## config.mk

```make
export PLATFORM = sky130hd
export DESIGN_NAME = obstacle_scroller
export DESIGN_NICKNAME = d
export VERILOG_FILES = /design/src/rtl/dino_pkg.sv /design/src/rtl/obstacle_scroller_lfsr8.sv /design/src/rtl/obstacle_scroller.sv
export SDC_FILE = /design/constraint.sdc
export NUM_CORES = 1
export LEC_CHECK = 0
export BUFFER_PORTS_ARGS = -buffer_cell sky130_fd_sc_hd__buf_2
export CAP_MARGIN = 20
export CORE_UTILIZATION = 58
export CTS_CLUSTER_SIZE = 8
export DETAILED_ROUTE_END_ITERATION = 8
export HOLD_SLACK_MARGIN = 0.05
export PLACE_DENSITY = 0.92
export SYNTH_ARGS = -nofsm -noshare
export SYNTH_HDL_FRONTEND = slang
export SYNTH_SLANG_ARGS = --single-unit
```

## constraint.sdc

```tcl
create_clock -name clk -period 2.7 [get_ports clk]
set_input_delay 0.81 -clock clk [delete_from_list [all_inputs] [get_ports clk]]
set_output_delay 0.81 -clock clk [all_outputs]
set_load 0.02 [all_outputs]
```

## src/rtl/dino_pkg.sv

```systemverilog
`default_nettype none
// ============================================================================
// Module      : dino_pkg
// Description : Shared definitions for the obstacle scroller. Holds the
//               obstacle line width, the LFSR seed, the game state
//               encoding and the LFSR next-state function.
// Ports       : none (package)
// Revision    : 1.0 - initial release
// ============================================================================
package dino_pkg;

  localparam int         LINE_W    = 8;
  localparam logic [7:0] LFSR_SEED = 8'hA5;

  typedef enum logic [1:0] {
    IDLE = 2'd0,
    RUN  = 2'd1,
    HALT = 2'd2
  } state_t;

  // Fibonacci form of x^8 + x^6 + x^5 + x^4 + 1: taps on bits 7,5,4,3,
  // shifted toward the MSB with the feedback bit entering at bit 0.
  function automatic logic [7:0] lfsr8_next(input logic [7:0] s);
    return {s[6:0], s[7] ^ s[5] ^ s[4] ^ s[3]};
  endfunction

endpackage
`default_nettype wire

```

## src/rtl/obstacle_scroller_lfsr8.sv

```systemverilog
`default_nettype none
// ============================================================================
// Module      : lfsr8
// Description : Free-running 8-bit Fibonacci LFSR used as the obstacle
//               spawn random source. Advances every clock; only reset
//               returns it to the seed.
// Ports       : clk   - system clock (rising edge)
//               reset - asynchronous active-high reset, loads LFSR_SEED
//               q     - current LFSR state
// Revision    : 1.0 - initial release
// ============================================================================
module lfsr8
  import dino_pkg::*;
(
  input  logic       clk,
  input  logic       reset,
  output logic [7:0] q
);

  logic [7:0] lfsr_q;

  always_ff @(posedge clk or posedge reset) begin
    if (reset) begin
      lfsr_q <= LFSR_SEED;
    end else begin
      lfsr_q <= lfsr8_next(lfsr_q);
    end
  end

  assign q = lfsr_q;

endmodule
`default_nettype wire

```

## src/rtl/obstacle_scroller.sv

```systemverilog
`default_nettype none
// ============================================================================
// Module      : obstacle_scroller
// Description : Scrolls a line of obstacles toward the dino column. A
//               divider produces a scroll tick every "period" clocks; on
//               each tick the line shifts up by one and a new obstacle may
//               enter at bit 0, subject to a minimum gap. Obstacles leaving
//               bit 7 without a collision add to a saturating score.
//               Optional macro OBSTACLE_SPEEDUP_EN: period halves at score
//               16 and again at 32 (floor TICK_DIV/4). Without it the
//               period is TICK_DIV.
// Ports       : clk           - system clock (rising edge)
//               reset         - asynchronous active-high reset
//               start         - level; starts/restarts a game from IDLE/HALT
//               collision     - registered hit flag, honoured in RUN only
//               obstacle_line - obstacle map, bit 7 dino column, bit 0 entry
//               tick          - registered pulse marking a scroll step
//               score         - obstacles passed, saturating at 8'hFF
//               running       - high while in RUN
// Revision    : 1.0 - initial release
// ============================================================================
module obstacle_scroller
  import dino_pkg::*;
#(
  parameter int TICK_DIV = 4,
  parameter int MIN_GAP  = 3
) (
  input  logic              clk,
  input  logic              reset,
  input  logic              start,
  input  logic              collision,
  output logic [LINE_W-1:0] obstacle_line,
  output logic              tick,
  output logic [7:0]        score,
  output logic              running
);

  localparam int DIV_W = $clog2(TICK_DIV);
  localparam int PER_W = DIV_W + 1;
  localparam int GAP_W = (MIN_GAP < 1) ? 1 : $clog2(MIN_GAP + 1);

  localparam logic [PER_W-1:0] PERIOD_BASE = PER_W'(TICK_DIV);
  localparam logic [GAP_W-1:0] GAP_MAX     = GAP_W'(MIN_GAP);

  state_t              state_q, state_d;
  logic [LINE_W-1:0]   line_q,  line_d;
  logic [7:0]          score_q, score_d;
  logic [DIV_W-1:0]    div_q,   div_d;
  logic [GAP_W-1:0]    gap_q,   gap_d;
  logic                tick_q,  tick_d;

  logic [7:0]          lfsr_q;
  logic                lfsr_unused;
  logic                spawn;
  logic [PER_W-1:0]    period_d;

  lfsr8 u_lfsr (
    .clk   (clk),
    .reset (reset),
    .q     (lfsr_q)
  );

  // Only bit 0 drives the spawn decision; the rest stays visible on lfsr_q.
  assign lfsr_unused = ^lfsr_q[7:1];

  assign spawn = lfsr_q[0] && (gap_q >= GAP_MAX);

  // Period follows the score the next cycle will hold. Score only moves on
  // a tick edge, where the divider restarts, so the divider never overruns
  // a shrinking period.
`ifdef OBSTACLE_SPEEDUP_EN
  logic [1:0] shift_amt;
  always_comb begin
    shift_amt = (score_d[7:5] != 3'b000) ? 2'd2 : {1'b0, score_d[4]};
    period_d  = PERIOD_BASE >> shift_amt;
  end
`else
  assign period_d = PERIOD_BASE;
`endif

  always_comb begin
    state_d = state_q;
    line_d  = line_q;
    score_d = score_q;
    div_d   = div_q;
    gap_d   = gap_q;

    case (state_q)
      IDLE, HALT: begin
        if (start) begin
          state_d = RUN;
          line_d  = '0;
          score_d = '0;
          div_d   = '0;
          gap_d   = '0;
        end
      end
      RUN: begin
        if (collision) begin
          // Hit wins over any scroll step in the same cycle.
          state_d = HALT;
        end else if (tick_q) begin
          line_d = {line_q[LINE_W-2:0], spawn};
          div_d  = '0;
          if (spawn) begin
            gap_d = '0;
          end else if (gap_q < GAP_MAX) begin
            gap_d = gap_q + GAP_W'(1);
          end
          if (line_q[LINE_W-1] && (score_q != 8'hFF)) begin
            score_d = score_q + 8'd1;
          end
        end else begin
          div_d = div_q + DIV_W'(1);
        end
      end
      default: state_d = IDLE;
    endcase

    // Registered tick: high exactly while the divider sits at period-1.
    tick_d = (state_d == RUN) && ({1'b0, div_d} == (period_d - PER_W'(1)));
  end

  always_ff @(posedge clk or posedge reset) begin
    if (reset) begin
      state_q <= IDLE;
      line_q  <= '0;
      score_q <= '0;
      div_q   <= '0;
      gap_q   <= GAP_MAX;
      tick_q  <= 1'b0;
    end else begin
      state_q <= state_d;
      line_q  <= line_d;
      score_q <= score_d;
      div_q   <= div_d;
      gap_q   <= gap_d;
      tick_q  <= tick_d;
    end
  end

  assign obstacle_line = line_q;
  assign tick          = tick_q;
  assign score         = score_q;
  assign running       = (state_q == RUN);

endmodule
`default_nettype wire

```

# Word-level counts from Yosys, hierarchy flattened

Index checks and enable logic that the tools add are counted.

Register bits: 31
Bits in latches: 0
RAM bits: 0
ROM bits: 0
Bits of input ports: 4
Output and inout port bits: 18
Word-level logic and storage cells: 55
Memories kept: 0

$add $sub $neg: 3
Multiply operators: 0
Div/mod/pow operators: 0
Order comparisons: 2
Equality and inequality tests: 10
Shift-type cells: 0
Mux-type cells: 21
Bitwise gates (word level): 3
Reduce and logical (&&, ||, !) cells: 9

Operators by type and width:

| operator            | count |
|---|---|
| $mux 8              | 6 |
| $pmux 8 s2          | 2 |
| $mux 2              | 10 |
| $pmux 2 s2          | 3 |
| $reduce_and 5->1    | 2 |
| $add 8x1->8 const B | 1 |
| $ne 8x8->1 const B  | 1 |
| $add 2x1->2 const B | 2 |
| $eq 2x1->1 const B  | 2 |
| $eq 2x2->1 const B  | 2 |
| $ne 2x1->1 const B  | 2 |
| $ne 2x2->1 const B  | 2 |
| $reduce_and 4->1    | 1 |
| $logic_and 1x1->1   | 3 |
| $ne 3x1->1 const B  | 1 |
| $xor 1x1->1         | 3 |
| $ge 2x2->1 const B  | 1 |
| $logic_not 2->1     | 1 |
| $lt 2x2->1 const B  | 1 |
| $reduce_bool 2->1   | 1 |
| $reduce_or 2->1     | 1 |

# Longest topological paths before layout

Gate-level depths: netlist of run 1.

Word-level depth: 6
Gate-level depth with buffers: 5
Gate-level depth less buffers: 5

# Hierarchy

Synthesis of run 1 repeated with hierarchy kept, for this count alone.

Cell total of the unflattened synthesis: 127
Area total of the unflattened synthesis: 1350.0 µm²

Modules (own cells, without submodules):

| module            | times used | cells an instance | area an instance (µm²) | seq. area each (µm²) |
|---|---|---|---|---|
| obstacle_scroller | 1          | 115               | 1114.8                 | 578.1 |
| lfsr8             | 1          | 12                | 235.2                  | 205.2 |

# Least setup slack after synthesis of run 1

Ideal clock, no wire load.

Path kind: input to register
From: input port collision
To: register gap_q[0]
Library setup time: 0.079 ns
Data arrival time: 1.653 ns
Data required time: 2.621 ns
Setup slack: 0.968 ns
Cell stages on the path: 4
Buffers on the path: 1
Cell sequence: and4bb_2 buf_2 o22ai_1 a22o_1

Word-level cells in the longest chain between the ends: 2

RTL lines:

| what                       | RTL line                 | text |
|---|---|---|
| from (decl)                | obstacle_scroller.sv:31  | `input logic collision,` |
| $ne 2x2->1 (no line)       | n/a                      |  |
| $reduce_and 5->1 (no line) | n/a                      |  |
| to (signal assigned)       | obstacle_scroller.sv:137 | `gap_q <= gap_d;` |
| to (decl)                  | obstacle_scroller.sv:49  | `logic [GAP_W-1:0] gap_q, gap_d;` |

Every way passes these cells.
A chain may end at the register's enable or synchronous reset.

# Final worst setup path of run 1

From: register state_q[1]
To: output port running

Word-level cells in the longest chain between the ends: 1

RTL lines:

| what                   | RTL line                 | text |
|---|---|---|
| from (decl)            | obstacle_scroller.sv:45  | `state_t state_q, state_d;` |
| from (signal assigned) | obstacle_scroller.sv:133 | `state_q <= state_d;` |
| $eq 2x1->1             | obstacle_scroller.sv:145 | `assign running = (state_q == RUN);` |
| to (decl)              | obstacle_scroller.sv:35  | `output logic running` |

Every way passes these cells.

==> results_dict.tcl, run 1 <==
set metrics [dict create \
    io_pins 22 \
    post-route-period-util_pct 82.6 \
    overflow 0 \
    die-area_um2 2500 \
    via_per_inst 5.66 \
    ys.flop_type "dfrtp_1" \
    required_ns 1.89 \
    yosys.area.top_type "dfrtp_1" \
    seq_area_frac_synth_pct 58.5 \
    netlist_area_um2 1340 \
    synth_cells 123 \
    wl_met2_um 1210 \
    synthAdderAreaFrac_pct 1.87 \
    critical_path_class "reg2out" \
    io_buffers 21 \
    hold_path_end "u_lfsr.q[2]" \
    crit_arrival_ns 1.42 \
    vias 1007 \
    path_clk_slew_ns 0.11 \
    seq_power_share_pct 57.7 \
    yosys-top-cells-area "dfrtp_1 47%, dfstp_2 12%, nand2_1 6.4%" \
    cts_setup_buffers 0 \
    area_growth_pct 14.3 \
    fmax_mhz 449 \
    total_power_mw 0.877 \
    drt_iter0_markers 20 \
    cts_buffer_depth 2 \
    status "finished, final reports clean" \
    fin_util_pct 69.8 \
    die_w_um 50.0 \
    whs_ns 0.346 \
    worst_pin_slew_ns 0.652 \
    comb_power_share_pct 12.5 \
    synthMuxAreaShare_pct 0 \
    route.detailed.drc 0 \
    grt_usage_pct 24.2 \
    holdCritStartpoint "u_lfsr.q[1]" \
    gp_congestion 0.876 \
    num-nets-final 155 \
    fin_tns_setup_ns 0 \
    p_int_mw 0.621 \
    drt_pass1_iterations 4 \
    placedCellCount 170 \
    r2r_start "score[0]" \
    ys_types 33 \
    power_density_nw_per_um2 573 \
    antenna_cells 0 \
    p_sw_mw 0.256 \
    wl_met3_um 149 \
    synth_compound_area_share_pct 18.0 \
    grt_max_degree 22 \
    n_fill_cell 165 \
    clock_sinks 31 \
    design_area_um2 1530 \
    rsz0062_at_grt "no" \
    antenna_found_initial 0 \
    grt_pass1_wl_um 4290 \
    met1Wirelength_um 1070 \
    drive_gt1_share_pct 28.0 \
    yosysMostFrequentCell "dfrtp_1" \
    dp_worst_setup_slack_ns 0.503 \
    start_kind "flip-flop" \
    wl_per_cell_um 13.9 \
    grt_pass1_vias 973 \
    crit_path_max_fanout 7 \
    setup_viol 0 \
    hpwlAfterDp_um 1790 \
    relSlewSlack_pct 56.5 \
    coreArea_um2 2190 \
    yosys.area_share.simple_pct 17.5 \
    synth-xor-area-share_pct 1.96 \
    hold_path.class "reg2reg" \
    synth_top_family_by_area "compound AO/OA/AOI/OAI gates" \
    leakagePower_nw 0.750 \
    finalMaxSlewViolations 0 \
    cts_htree_levels 2 \
    die_y_um 50.0 \
    sw_frac_of_total_pct 29.2 \
    synth_commonest_cells "25 x dfrtp_1, 23 x nand2_1, 13 x o21ai_0" \
    top_layer_used "met4" \
    cts_made_buffers 5 \
    cts-root-buf "clkbuf_4" \
    routed_wl_um 2470 \
    r2r_slack_ns 1.05 \
    clock_skew_ns 0.0185 \
    cts_hold_buf 0 \
    cts_resized 0 \
    core.rowCount 17 \
    ys_seq_elements 31 \
    holdPathStages 0 \
    worstSetupEndpointType "output port" \
    yosysWarningCount 0 \
    insertion_delay_ns 0.34 \
    initial_core_util_pct 61.1 \
    synthArstFlopShare_pct 100 \
    cts_tree "done" \
    vdd_drop_max_mv 0.443 \
    postSynthAreaPerCell_um2 10.9 \
    power_frac_clock_pct 29.8 \
    hold_viol 0 \
    antenna_left 0 \
    cap_viol_max_count 0 \
    instances_no_fill 178 \
    synth_fp_nets 129 \
    placedInstanceArea_um2 1470 \
    r2r_end "score[3]" \
    synth_edf_count 0 \
    yosysTopAreaCellShare_pct 46.7 \
    setup_ws_ns 0.471 \
    reg2reg_depth 5 \
    fin_crit_ns 2.23 \
]
## power groups by stage
stage / clock (mW) / sequential (mW) / combinational (mW)
after floorplan: 0 / 0.511 / 0.0795
after global placement: 0 / 0.513 / 0.101
after detailed placement: 0 / 0.514 / 0.110
after CTS: 0.271 / 0.506 / 0.110
after global routing: 0.289 / 0.509 / 0.124
final: 0.262 / 0.506 / 0.109
## metal layers
layer	GRT usage [%]	up-vias
met4	11.0	0
met2	38.0	35
met3	9.57	5
met1	29.1	482
li1	-	485
met5	0	-
## placed cells by master (no fill, tap or decap), drive strengths merged, types with 2 or more instances in the layout
cell / count
buf: 22
a21oi: 6
inv: 4
a31oi: 4
o21ai: 13
and3: 2
clkinvlp: 2
nand2: 24
ha: 2
xnor2: 2
dfstp: 6
nand2b: 4
dfrtp: 25
nand3: 6
clkbuf: 5
nor2: 6
## worst max-delay path: stages, from the launching register on
cell      delay, ns
dfrtp_1        0.41
nand2b_1       0.26
inv_1          0.22
buf_2          0.20
## worst max path at each step
stage / from / to / slack (ns) / depth (start not counted)
2_1_floorplan: collision / gap_q[0] / 0.97 / 4
3_3_place_gp: collision / score[5] / 0.57 / 5
3_5_place_dp: collision / score[5] / 0.50 / 5
4_1_cts: state_q[1] / running / 0.47 / 3
5_1_grt: state_q[1] / running / 0.39 / 3
6_report: state_q[1] / running / 0.47 / 3
## layout make-up
| cell class | instances | area, µm² | area share, % |
|---|---|---|---|
| multi-input combinational | 85 | 527 | 34.4 |
| timing repair buffer | 22 | 113 | 7.36 |
| sequential | 31 | 783 | 51.2 |
| clock buffer | 5 | 37.5 | 2.45 |
| clock inverter | 3 | 20.0 | 1.31 |
| tap | 28 | 35.0 | 2.29 |
| inverter | 4 | 15.0 | 0.981 |
## registers in the layout, indices dropped and copies added, names as in the netlist
signal	flops
div_q	2
gap_q	2
obstacle_line	8
score	8
state_q	2
tick	1
u_lfsr.q	8
## kinds of logic (layout without fill, tap and decap cells)
group                      after synthesis  count (layout)
xor gates and xnor gates                 3               3
DFF                                     31              31
buffers and inverters                    7              34
and+or+nand+nor                         46              46
adders and majority gates                2               2
AOI/OAI and AO/OA                       34              34
Power figures use the tool's default switching activity.
==> inputs of run 2 (changes only) <==
--- a/config.mk
+++ b/config.mk
@@ -7,11 +7,11 @@
 export LEC_CHECK = 0
 export BUFFER_PORTS_ARGS = -buffer_cell sky130_fd_sc_hd__buf_2
 export CAP_MARGIN = 20
-export CORE_UTILIZATION = 58
+export CORE_UTILIZATION = 54
 export CTS_CLUSTER_SIZE = 8
 export DETAILED_ROUTE_END_ITERATION = 8
 export HOLD_SLACK_MARGIN = 0.05
-export PLACE_DENSITY = 0.92
+export PLACE_DENSITY = 0.87
 export SYNTH_ARGS = -nofsm -noshare
 export SYNTH_HDL_FRONTEND = slang
 export SYNTH_SLANG_ARGS = --single-unit
==> constraint.sdc (replaced) <==
create_clock -name clk -period 2.3 [get_ports clk]
set_input_delay 0.69 -clock clk [delete_from_list [all_inputs] [get_ports clk]]
set_output_delay 0.69 -clock clk [all_outputs]
set_load 0.02 [all_outputs]
==> results_dict.tcl, run 2 (synthesis gave the netlist of run 1 again) <==
set metrics [dict create \
    status "finished, final reports clean" \
    required_ns 1.61 \
    cts_setup_buffers 0 \
    n_fill_cell 174 \
    placedCellCount 171 \
    cts_tree "done" \
    path_clk_slew_ns 0.09 \
    cts_resized 0 \
    slowest_stage "dfrtp_1" \
    grt_max_degree 32 \
    leakagePower_nw 0.758 \
    critical_path_class "reg2out" \
    drive_gt1_share_pct 27.2 \
    die_w_um 51.8 \
    hpwlAfterDp_um 1870 \
    design_area_um2 1530 \
    instances_no_fill 179 \
    post-route-period-util_pct 91.5 \
    critPathMaxStageDelay_ns 0.40 \
    whs_ns 0.363 \
    route.detailed.drc 0 \
    io_pins 22 \
    fin_crit_ns 2.10 \
    insertion_delay_ns 0.32 \
    clock_sinks 31 \
    cap_viol_max_count 0 \
    hold_viol 0 \
    total_power_mw 1.02 \
    vdd_drop_max_mv 0.598 \
    dp_worst_setup_slack_ns 0.403 \
    crit_path_max_fanout 7 \
    grt_pass1_wl_um 4800 \
    cts_hold_buf 0 \
    setup_ws_ns 0.196 \
    drt_iter0_markers 19 \
    crit_family "buffers and inverters" \
    setup_viol 0 \
    area_growth_pct 14.3 \
    multi_input_comb_area_um2 527 \
    final_common_cell "dfrtp_1" \
    final_cell_mix "25 x dfrtp_1, 23 x nand2_1, 21 x buf_2, 13 x o21ai_0" \
    cts_buffer_depth 2 \
    crit_buf_inv 2 \
    num-nets-final 156 \
    routed_wl_um 2730 \
    initial_core_util_pct 58.8 \
    antenna_found_initial 0 \
    rsz0062_at_grt "no" \
    worst_pin_slew_ns 0.388 \
    cts_made_buffers 5 \
    regArea_um2 783 \
    worstSetupEndpointType "output port" \
    placedInstanceArea_um2 1480 \
    power_density_nw_per_um2 666 \
    fin_util_pct 67.2 \
    vias 1034 \
    fmax_mhz 475 \
    core.rowCount 17 \
    antenna_cells 0 \
    crit_chain "nand2b_1 -> inv_1 -> buf_2" \
    clock_skew_ns 0.00333 \
    fin_tns_setup_ns 0 \
    antenna_left 0 \
    cts_htree_levels 2 \
    hold_path.class "reg2reg" \
    drt_pass1_iterations 4 \
    coreArea_um2 2280 \
    relSlewSlack_pct 74.1 \
    die-area_um2 2680 \
    via_per_inst 5.78 \
    io_buffers 21 \
    overflow 0 \
    crit_arrival_ns 1.41 \
    die_y_um 51.8 \
    gp_congestion 0.898 \
    wl_per_cell_um 15.3 \
    grt_pass1_vias 1047 \
    start_kind "flip-flop" \
    grt_usage_pct 25.8 \
    finalMaxSlewViolations 0 \
    cts-root-buf "clkbuf_4" \
]
## run 2: layer usage
| metal | vias to the layer above | global-route usage, % | wire length (µm) |
|---|---|---|---|
| li1 | 490 | - | - |
| met1 | 506 | 32.1 | 1210 |
| met2 | 36 | 39.2 | 1360 |
| met3 | 2 | 9.06 | 137 |
| met4 | 0 | 14.0 | 28 |
| met5 | - | 0 | 0 |
## run 2: final cells by class
| class | instances | share of cell area, % |
|---|---|---|
| sequential | 31 | 51.2 |
| multi-input combinational | 85 | 34.4 |
| timing repair buffer | 23 | 7.85 |
| clock buffer | 7 | 2.94 |
| tap | 28 | 2.29 |
| inverter | 4 | 0.981 |
| clock inverter | 1 | 0.327 |
## run 2: where the power goes
group | total [mW] | internal, mW | switching (mW)
clock network | 0.293 | 0.119 | 0.174
logic | 0.131 | 0.0412 | 0.0902
registers | 0.595 | 0.572 | 0.0231
## run 2: worst paths after layout
| path | start | to | slack [ns] | cells past startpoint |
|---|---|---|---|---|
| worst max-delay path | state_q[1] | running | 0.20 | 3 |
| worst min-delay path | u_lfsr.q[1] | u_lfsr.q[2] | 0.36 | 0 |
| worst max register to register | score[0] | score[6] | 0.57 | 5 |
| worst min register to register | u_lfsr.q[1] | u_lfsr.q[2] | 0.36 | 0 |
| max in group asynchronous | reset | u_lfsr.q[0] | 1.56 | 3 |
| min in group asynchronous | reset | tick | 0.43 | 3 |
==> inputs of run 3 (changes only) <==
--- a/config.mk
+++ b/config.mk
@@ -5,13 +5,14 @@
 export SDC_FILE = /design/constraint.sdc
 export NUM_CORES = 1
 export LEC_CHECK = 0
+export ABC_AREA = 1
 export BUFFER_PORTS_ARGS = -buffer_cell sky130_fd_sc_hd__buf_2
 export CAP_MARGIN = 20
-export CORE_UTILIZATION = 54
+export CORE_UTILIZATION = 55
 export CTS_CLUSTER_SIZE = 8
 export DETAILED_ROUTE_END_ITERATION = 8
 export HOLD_SLACK_MARGIN = 0.05
-export PLACE_DENSITY = 0.87
+export PLACE_DENSITY_LB_ADDON = 0.12
 export SYNTH_ARGS = -nofsm -noshare
 export SYNTH_HDL_FRONTEND = slang
 export SYNTH_SLANG_ARGS = --single-unit
==> results_dict.tcl, run 3 <==
set metrics [dict create \
    synthArstFlopShare_pct 100 \
    insertion_delay_ns 0.32 \
    cts_made_buffers 5 \
    antenna_left 0 \
    worstSetupEndpointType "output port" \
    synth_commonest_cells "51 x nand2_1, 25 x dfrtp_1, 24 x inv_1" \
    vias 1123 \
    netlist_area_um2 1450 \
    top_layer_used "met4" \
    clock_sinks 31 \
    coreArea_um2 2480 \
    fmax_mhz 473 \
    ys_types 26 \
    ys.flop_type "dfrtp_1" \
    synth_fp_nets 171 \
    rsz0062_at_grt "no" \
    r2r_slack_ns 0.65 \
    gp_congestion 0.817 \
    path_clk_slew_ns 0.10 \
    clock_skew_ns 0.0124 \
    die_w_um 53.3 \
    die_y_um 53.3 \
    cts_htree_levels 2 \
    cts_hold_buf 0 \
    die-area_um2 2840 \
    yosysTopAreaCellShare_pct 43.3 \
    final_common_cell "nand2_1" \
    area_growth_pct 13.1 \
    cts_tree "done" \
    wl_per_cell_um 11.2 \
    cts_buffer_depth 2 \
    route.detailed.drc 0 \
    placedInstanceArea_um2 1580 \
    via_per_inst 5.04 \
    grt_pass1_wl_um 4170 \
    wl_met3_um 83 \
    hpwlAfterDp_um 1780 \
    io_pins 22 \
    hold_viol 0 \
    yosys-top-cells-area "dfrtp_1 43%, nand2_1 13%, dfstp_2 11%" \
    crit_arrival_ns 1.42 \
    critical_path_class "reg2out" \
    wl_met2_um 1150 \
    leakagePower_nw 0.867 \
    cts_setup_buffers 0 \
    vdd_drop_max_mv 0.609 \
    setup_viol 0 \
    routed_wl_um 2490 \
    required_ns 1.61 \
    post-route-period-util_pct 91.9 \
    hold_path.class "reg2reg" \
    yosysMostFrequentCell "nand2_1" \
    drt_pass1_iterations 4 \
    antenna_found_initial 0 \
    overflow 0 \
    grt_pass1_vias 990 \
    start_kind "flip-flop" \
    initial_core_util_pct 58.3 \
    met1Wirelength_um 1220 \
    synth_cells 165 \
    holdCritStartpoint "u_lfsr.q[1]" \
    drt_iter0_markers 22 \
    cts-root-buf "clkbuf_4" \
    grt_usage_pct 21.2 \
    num-nets-final 198 \
    r2r_start "state_q[0]" \
    status "finished, final reports clean" \
    fin_crit_ns 2.11 \
    relSlewSlack_pct 68.4 \
    core.rowCount 18 \
    seq_area_frac_synth_pct 54.2 \
    yosys.area.top_type "dfrtp_1" \
    finalMaxSlewViolations 0 \
    drive_gt1_share_pct 22.3 \
    postSynthAreaPerCell_um2 8.76 \
    final_cell_mix "51 x nand2_1, 25 x dfrtp_1, 24 x inv_1, 21 x buf_2, 17 x nor2_1" \
    power_density_nw_per_um2 848 \
    cts_resized 0 \
    ys_seq_elements 31 \
    grt_max_degree 32 \
    fin_tns_setup_ns 0 \
    antenna_cells 0 \
    yosysWarningCount 0 \
    design_area_um2 1630 \
    io_buffers 21 \
    critPathLaunch "state_q[1]" \
    crit_path_max_fanout 11 \
    synth_edf_count 0 \
    cap_viol_max_count 0 \
    worst_pin_slew_ns 0.473 \
]
==> run 3: changes by cell type in the layout (fill, tap and decap cells not counted), sizes merged, moves of 5 or more <==
cell / previous run / this run
nand2: 24 / 54
inv: 4 / 25
nor2: 6 / 19
o21ai: 13 / 3
o22ai: 1 / 9
a21oi: 6 / 1
==> run 3: cell families after synthesis <==
logic type	count (synthesis)	share of synthesized area [%]
fa+ha+maj	2	1.73
compound gates	16	7.19
simple gates	84	26.0
xor+xnor	5	3.03
flops	31	54.2
buf+inv	27	7.88
==> run 3: layout make-up <==
class / count / area [µm²]
clock buffer: 6 / 41.3
clock inverter: 2 / 12.5
fill: 214 / 843
inverter: 25 / 98.8
multi-input combinational: 107 / 548
sequential: 31 / 783
tap: 30 / 37.5
timing repair buffer: 22 / 113
==> run 3: per-layer routing <==
layer,track usage [%],vias to the layer above
met5,0,-
met4,12.7,0
met3,6.61,7
met2,32.3,19
met1,26.0,527
li1,-,570
==> run 3: through the flow <==
stage                     setup slack [ns]  utilization (%)  cells  power (mW)  hold WS, ns
after CTS                            0.158             66.0    223        1.40        0.372
after global routing                0.0262             66.0    223        1.48        0.379
after floorplan                      0.847                -    165        1.03        0.333
after global placement               0.563             63.8    215        1.08        0.338
final                                0.187             66.0    223        1.38        0.367
after detailed placement             0.531             63.8    215        1.10        0.348
==> run 3: worst paths after layout <==
kind	to	cells after the start
max	running	4
min	u_lfsr.q[2]	0
max reg2reg	gap_q[1]	6
min reg2reg	u_lfsr.q[2]	0
max in group asynchronous	gap_q[1]	3
min in group asynchronous	u_lfsr.q[3]	3
==> run 3: power breakdown <==
part | total [mW] | leakage (nW) | switching, mW | internal, mW
combinational | 0.450 | 0.433 | 0.316 | 0.133
clock | 0.300 | 0.0282 | 0.182 | 0.118
sequential | 0.636 | 0.406 | 0.0351 | 0.601
==> run 3: critical path, stage by stage, from the launching register on <==
cell	delay, ns
dfrtp_1	0.40
inv_1	0.08
nand2_1	0.28
inv_6	0.17
buf_2	0.18
